$ cat config.mk
export PLATFORM = sky130hd
export DESIGN_NAME = pipelined_addsub
export DESIGN_NICKNAME = d
export VERILOG_FILES = /design/src/rtl/pipelined_addsub.sv
export SDC_FILE = /design/constraint.sdc
export NUM_CORES = 1
export LEC_CHECK = 0
export BUFFER_PORTS_ARGS = -buffer_cell sky130_fd_sc_hd__buf_2
export CORE_MARGIN = 3
export CORE_UTILIZATION = 40
export CTS_BUF_LIST = sky130_fd_sc_hd__clkbuf_2
export CTS_CLUSTER_DIAMETER = 30
export DETAILED_ROUTE_END_ITERATION = 8
export PLACE_DENSITY = 0.57
export SYNTH_ARGS = -nofsm -noshare
export SYNTH_HDL_FRONTEND = slang
export SYNTH_SLANG_ARGS = --single-unit
$ cat constraint.sdc
create_clock -name clk -period 5.5 [get_ports clk]
set_input_delay 0.275 -clock clk [delete_from_list [all_inputs] [get_ports clk]]
set_output_delay 0.275 -clock clk [all_outputs]
set_load 0.01 [all_outputs]
$ cat src/rtl/pipelined_addsub.sv
// Pipelined WIDTH-bit add/sub/adc/sbb: one SLICE-bit carry-lookahead slice per stage,
// carry registered between stages, global valid/ready stall, registered ALU flags.
module pipelined_addsub #(
  parameter int WIDTH = 16,
  parameter int SLICE = 4
) (
  input  logic             clk,
  input  logic             rst,
  input  logic             in_valid,
  output logic             in_ready,
  input  logic [WIDTH-1:0] a,
  input  logic [WIDTH-1:0] b,
  input  logic [1:0]       op,
  input  logic             cin,
  output logic             out_valid,
  input  logic             out_ready,
  output logic [WIDTH-1:0] sum,
  output logic             cout,
  output logic             ovf,
  output logic             zero,
  output logic             neg
);

  localparam int NSTG = WIDTH / SLICE;
  localparam int LAST = NSTG - 1;

  logic             adv;
  logic [WIDTH-1:0] b_eff;
  logic             c0;

  assign adv      = !out_valid | out_ready;
  assign in_ready = adv;

  // op[0] selects subtraction; op[1] takes the external carry/borrow-in
  always_comb begin
    b_eff = op[0] ? ~b : b;
    c0    = op[1] ? cin : op[0];
  end

  // Returns {carry_out, sum_slice}; carries are expanded as generate/propagate products
  function automatic logic [SLICE:0] cla_slice(input logic [SLICE-1:0] x,
                                               input logic [SLICE-1:0] y,
                                               input logic             ci);
    logic [SLICE-1:0] g;
    logic [SLICE-1:0] p;
    logic [SLICE:0]   c;
    logic             pp;
    g    = x & y;
    p    = x ^ y;
    c    = '0;
    c[0] = ci;
    for (int i = 0; i < SLICE; i++) begin
      c[i+1] = g[i];
      pp     = p[i];
      for (int j = i - 1; j >= 0; j--) begin
        c[i+1] = c[i+1] | (pp & g[j]);
        pp     = pp & p[j];
      end
      c[i+1] = c[i+1] | (pp & ci);
    end
    return {c[SLICE], p ^ c[SLICE-1:0]};
  endfunction

  // Each stage carries only the operand bits not yet consumed and the sum bits already produced
  for (genvar k = 0; k < NSTG; k++) begin : g_stg
    localparam int AW = WIDTH - k * SLICE;

    logic [AW-1:0]           a_cur;
    logic [AW-1:0]           b_cur;
    logic                    c_cur;
    logic                    v_cur;
    logic [SLICE:0]          res;
    logic [(k+1)*SLICE-1:0]  s_out;

    assign res = cla_slice(a_cur[SLICE-1:0], b_cur[SLICE-1:0], c_cur);

    if (k == 0) begin : g_in
      assign a_cur = a;
      assign b_cur = b_eff;
      assign c_cur = c0;
      assign v_cur = in_valid & in_ready;
      assign s_out = res[SLICE-1:0];
    end else begin : g_reg
      logic [k*SLICE-1:0] s_q;

      always_ff @(posedge clk or posedge rst) begin
        if (rst) begin
          a_cur <= '0;
          b_cur <= '0;
          c_cur <= 1'b0;
          v_cur <= 1'b0;
          s_q   <= '0;
        end else if (adv) begin
          a_cur <= g_stg[k-1].a_cur[AW+SLICE-1:SLICE];
          b_cur <= g_stg[k-1].b_cur[AW+SLICE-1:SLICE];
          c_cur <= g_stg[k-1].res[SLICE];
          v_cur <= g_stg[k-1].v_cur;
          s_q   <= g_stg[k-1].s_out;
        end
      end

      assign s_out = {res[SLICE-1:0], s_q};
    end
  end

  logic [WIDTH-1:0] full;
  logic             c_msb_in;

  assign full     = g_stg[LAST].s_out;
  // Carry into the MSB recovered from the MSB sum bit and its operand bits
  assign c_msb_in = full[WIDTH-1] ^ g_stg[LAST].a_cur[SLICE-1] ^ g_stg[LAST].b_cur[SLICE-1];

  // Bubbles clear out_valid but leave the last result and flags on the outputs
  always_ff @(posedge clk or posedge rst) begin
    if (rst) begin
      out_valid <= 1'b0;
      sum       <= '0;
      cout      <= 1'b0;
      ovf       <= 1'b0;
      zero      <= 1'b0;
      neg       <= 1'b0;
    end else if (adv) begin
      out_valid <= g_stg[LAST].v_cur;
      if (g_stg[LAST].v_cur) begin
        sum  <= full;
        cout <= g_stg[LAST].res[SLICE];
        ovf  <= c_msb_in ^ g_stg[LAST].res[SLICE];
        zero <= (full == '0);
        neg  <= full[WIDTH-1];
      end
    end
  end

endmodule

# Word-level counts from Yosys, hierarchy flattened
# Cells that the tools add are included.
# W data, S select, Z words.
# word_totals
ff_bits	99
inputBits	39
output_inout_bits	22
word_cells	148
# op_classes
n_mux	2
bitwise	122
reduce_logical	3
# op_table
cell	count
$and A1 B1 Y1	65
$or A1 B1 Y1	41
$xor A4 B4 Y4	8
$and A4 B4 Y4	4
$logic_not A16 Y1	1
$mux W16	1
$not A16 Y16	1
$xor A1 B1 Y1	3
$reduce_and A2 Y1	1
$logic_not A1 Y1	1
$mux W1	1

# Longest topological paths before layout
# logic_depth
ltp_word	9
depth_mapped	9
mapped_depth_nobuf	7

# Least setup slack after synthesis
# No wires, ideal clock.
# synth_path
kind	input to register
start	input port op[0]
end	register g_stg[1].g_reg.s_q[3]
setup_ps	137
t_arrival_ps	1802
required_time_ps	5363
setup_slack_ps	3561
cell_stages	9
path_buffers	2
cell_sequence	buf_4 > buf_2 > xor2_1 > ha_1 > a21oi_1 > o21ai_0 > a21oi_1 > xor2_1 > a21oi_1
# synth_between
elab_chain_cells	7
word_cells_on_any_way	13
# synth_rtl
element	line_no	source
start, declared	13	input logic [1:0] op,
$mux W16	36	b_eff = op[0] ? ~b : b;
$xor A4 B4 Y4 / $and A4 B4 Y4 (equally long branches)	49, 48	
$and A1 B1 Y1 (on tied branches)	56, 57	
$or A1 B1 Y1 (tied with other cells)	56	c[i+1] = c[i+1] | (pp & g[j]);
$or A1 B1 Y1 / $and A1 B1 Y1 (equally long branches)	56, 59	
$or A1 B1 Y1	59	c[i+1] = c[i+1] | (pp & ci);
$xor A4 B4 Y4 (*)	61	return {c[SLICE], p ^ c[SLICE-1:0]};
end signal, assigned	98	s_q <= g_stg[k-1].s_out;
end, declared	84	logic [k*SLICE-1:0] s_q;
# Mark *: on every way between the ends. The rest lies on a longest branch, timed or not.
# A chain may end at the register's enable or synchronous reset.

# Worst setup path in the final report
# layout_path
start	register out_valid
end	output port in_ready
# layout_between
elab_chain_cells	2
# layout_rtl
element	line_no	source
start, declared	15	output logic out_valid,
start signal, assigned	123	out_valid <= g_stg[LAST].v_cur;
$logic_not A1 Y1	31	assign adv = !out_valid | out_ready;
$or A1 B1 Y1	31	
end, declared	10	output logic in_ready,
# No other way between the ends.

==> results.json <==
{
  "status": "completed",
  "rsz0062_at_grt": "no",
  "port_buffers": 60,
  "grt_pass1_vias": 2554,
  "period_minus_slack_ns": 2.61,
  "ys_top_cells_by_area": "dfrtp_1 (56%), mux2_2 (17%), ha_1 (4.6%)",
  "min_to": "g_stg[1].c_cur",
  "antenna_found_initial": 0,
  "tritoncts": "yes",
  "power_mw": 2.74,
  "yosysWarnings": 0,
  "htree_levels": 3,
  "grt_pass1_wl_um": 12200,
  "grt_remaining_overflow": 0,
  "power_density_nw_per_um2": 531,
  "max-slew-margin-rel_pct": 41.7,
  "insertedDiodeCount": 0,
  "crit_type": "flip-flop to output pin",
  "die_x_um": 110,
  "place_hpwl_um": 5030,
  "vias": 2699,
  "clock_latency_ns": 0.53,
  "synth-seq-area-share_pct": 56.4,
  "post-place-ws_ns": 3.20,
  "stdcell_area_um2": 5150,
  "cts_made_buffers": 9,
  "grt_max_degree": 85,
  "hp-start": "a[3]",
  "core_um2": 10500,
  "clkSlewWorstSetupHoldPaths_ns": 0.27,
  "cp_slowest_stage_delay_ns": 0.74,
  "dp_cells": 520,
  "vdd_drop_max_mv": 0.311,
  "gp_congestion": 0.720,
  "power.leakage_nw": 2.30,
  "tns_ns": 0,
  "final_cells": 561,
  "firstDrtPassIters": 4,
  "clk_path_buf_depth": 2,
  "row_count": 37,
  "cp_cell_sequence": "nand2b_4, buf_4, buf_2",
  "finalHoldViolations": 0,
  "finalWirelength_um": 7250,
  "die_y_um": 110,
  "slowest_stage": "buf_4",
  "fmax_mhz": 383,
  "r2r_slack_ns": 3.16,
  "crit_family": "buffers and inverters",
  "drv_slew": 0,
  "cp.arrival_ns": 2.33,
  "fill_cells": 1027,
  "post_cts_resized": 0,
  "critPathLaunch": "out_valid",
  "cp-end-kind": "output pin",
  "r2r.worst_path.cells": 5,
  "synth-seq-cells": 98,
  "synth.distinct_cells": 28,
  "cp_num_buf_inv": 2,
  "cp.required_ns": 5.22,
  "cts_root_buf": "clkbuf_2",
  "fin_ws_ns": 2.89,
  "synth_top_area_cell": "dfrtp_1",
  "utilization_pct": 49.3,
  "whs_ns": 0.105,
  "setup_viol": 0,
  "drt-initial-drc-count": 130,
  "worstHoldPathType": "input port to flip-flop",
  "clock-sinks": 98,
  "cap_viol_max_count": 0,
  "rr_startpoint": "out_valid",
  "die-area_um2": 12200,
  "min_path_cells": 4,
  "finalClockSkew_ns": 0.0459,
  "syn-cell-area_um2": 4350,
  "regToRegEndpoint": "zero",
  "post_cts_buffers": 0,
  "syn_inst": 339,
  "placed_area_um2": 4760,
  "start_util_pct": 41.5,
  "crit_path_max_fanout": 84,
  "fin_crit_sh_pct": 47.4,
  "grt_usage_pct": 12.8,
  "syn_to_final_growth_pct": 18.6,
  "ios": 61,
  "ant_nets": 0,
  "drc": 0,
  "wire_per_inst_um": 12.9,
  "fin_nets": 480,
  "worst_pin_slew_ns": 0.875,
  "drive_gt1_share_pct": 34.4,
  "synth_top_area_share_pct": 56.4,
  "start_kind": "flip-flop",
  "synth_area_per_cell_um2": 12.8,
  "syn_nets": 398,
  "viasPerCell": 4.81
}
-- worst min-delay path, stage by stage --
cell and delay, ns:
buf_2 0.08, ha_1 0.13, mux2i_1 0.06, o21ai_0 0.07
-- metal layers --
metal | vias up | GRT usage [%] | routed length (um)
met5 | - | 0 | 0
met4 | 0 | 2.90 | 64
met3 | 5 | 3.73 | 275
met2 | 45 | 20.0 | 3400
met1 | 1319 | 17.8 | 3510
li1 | 1330 | - | -
-- power by group --
part	internal (mW)	switching, mW
logic	0.599	0.520
registers	1.04	0.198
clock network	0.149	0.232
total	1.79	0.949
-- layout by cell type (no fill, tap or decap), types with 3 or more instances in the layout --
cell type and instances:
dfrtp_1 98, nand2_1 12, mux2_2 64, o21ai_0 9, xnor2_1 22, nor2_1 28, clkbuf_2 9, a21oi_1 31
nand3_1 3, xor2_1 8, dlygate4sd3_1 26, fa_1 4, inv_1 8, buf_2 60, ha_1 16
-- synth_stat cells (all sizes together) --
master  count
o21ai      10
a21o        2
mux2       64
clkbuf      4
nand2b      2
o21bai      2
o31ai       1
o211a       1
ha         16
nand3       3
buf        13
xnor2      22
a21oi      31
xor2        8
dfrtp      98
a211oi      2
nor2       28
inv         9
mux2i       2
nand2      12
o21ba       2
fa          4
nor4        2
or4b        1
-- how the worst max path moves through the flow --
stage	to	slack, ns	cells past startpoint
6_report	in_ready	2.89	3
3_3_place_gp	zero	3.25	6
4_1_cts	in_ready	2.81	3
3_5_place_dp	zero	3.20	5
2_1_floorplan	cout	2.66	1
5_1_grt	in_ready	2.63	3
-- registers in the layout (all words and copies together) (netlist names), 3 cells and up --
register,flops
g_stg.g_reg.s_q,24
g_stg.c_cur,3
g_stg.b_cur,24
g_stg.v_cur,3
sum,16
g_stg.a_cur,24
-- timing repair --
action / 4_1_cts / 5_1_grt
setup endpoints to repair: 0 / 0
endpoints found under the hold margin: 67 / 0
hold buffers: 26 / 0
-- cell families (layout without fill, tap and decap cells) --
logic type / Yosys count / in the layout / share of synthesized area (%)
buffers and inverters: 26 / 112 / 2.68
flip-flops: 98 / 98 / 56.4
XOR/XNOR: 30 / 30 / 6.05
AND/OR/NAND/NOR: 48 / 48 / 4.61
AO/OA/AOI/OAI: 51 / 51 / 6.74
adder cells (fa/ha/maj): 20 / 20 / 6.45
multiplexers: 66 / 66 / 17.0
-- cell type report --
| type | instances | area (um^2) | share of cell area [%] |
|---|---|---|---|
| clock buffers | 9 | 45.0 | 0.874 |
| clock inverters | 6 | 90.1 | 1.75 |
| inverters | 9 | 36.3 | 0.704 |
| multi-input cells | 215 | 1780 | 34.6 |
| flip-flops and latches | 98 | 2450 | 47.6 |
| well taps | 136 | 170 | 3.30 |
| repair buffers | 88 | 576 | 11.2 |
Power figures use the tool's default switching activity.
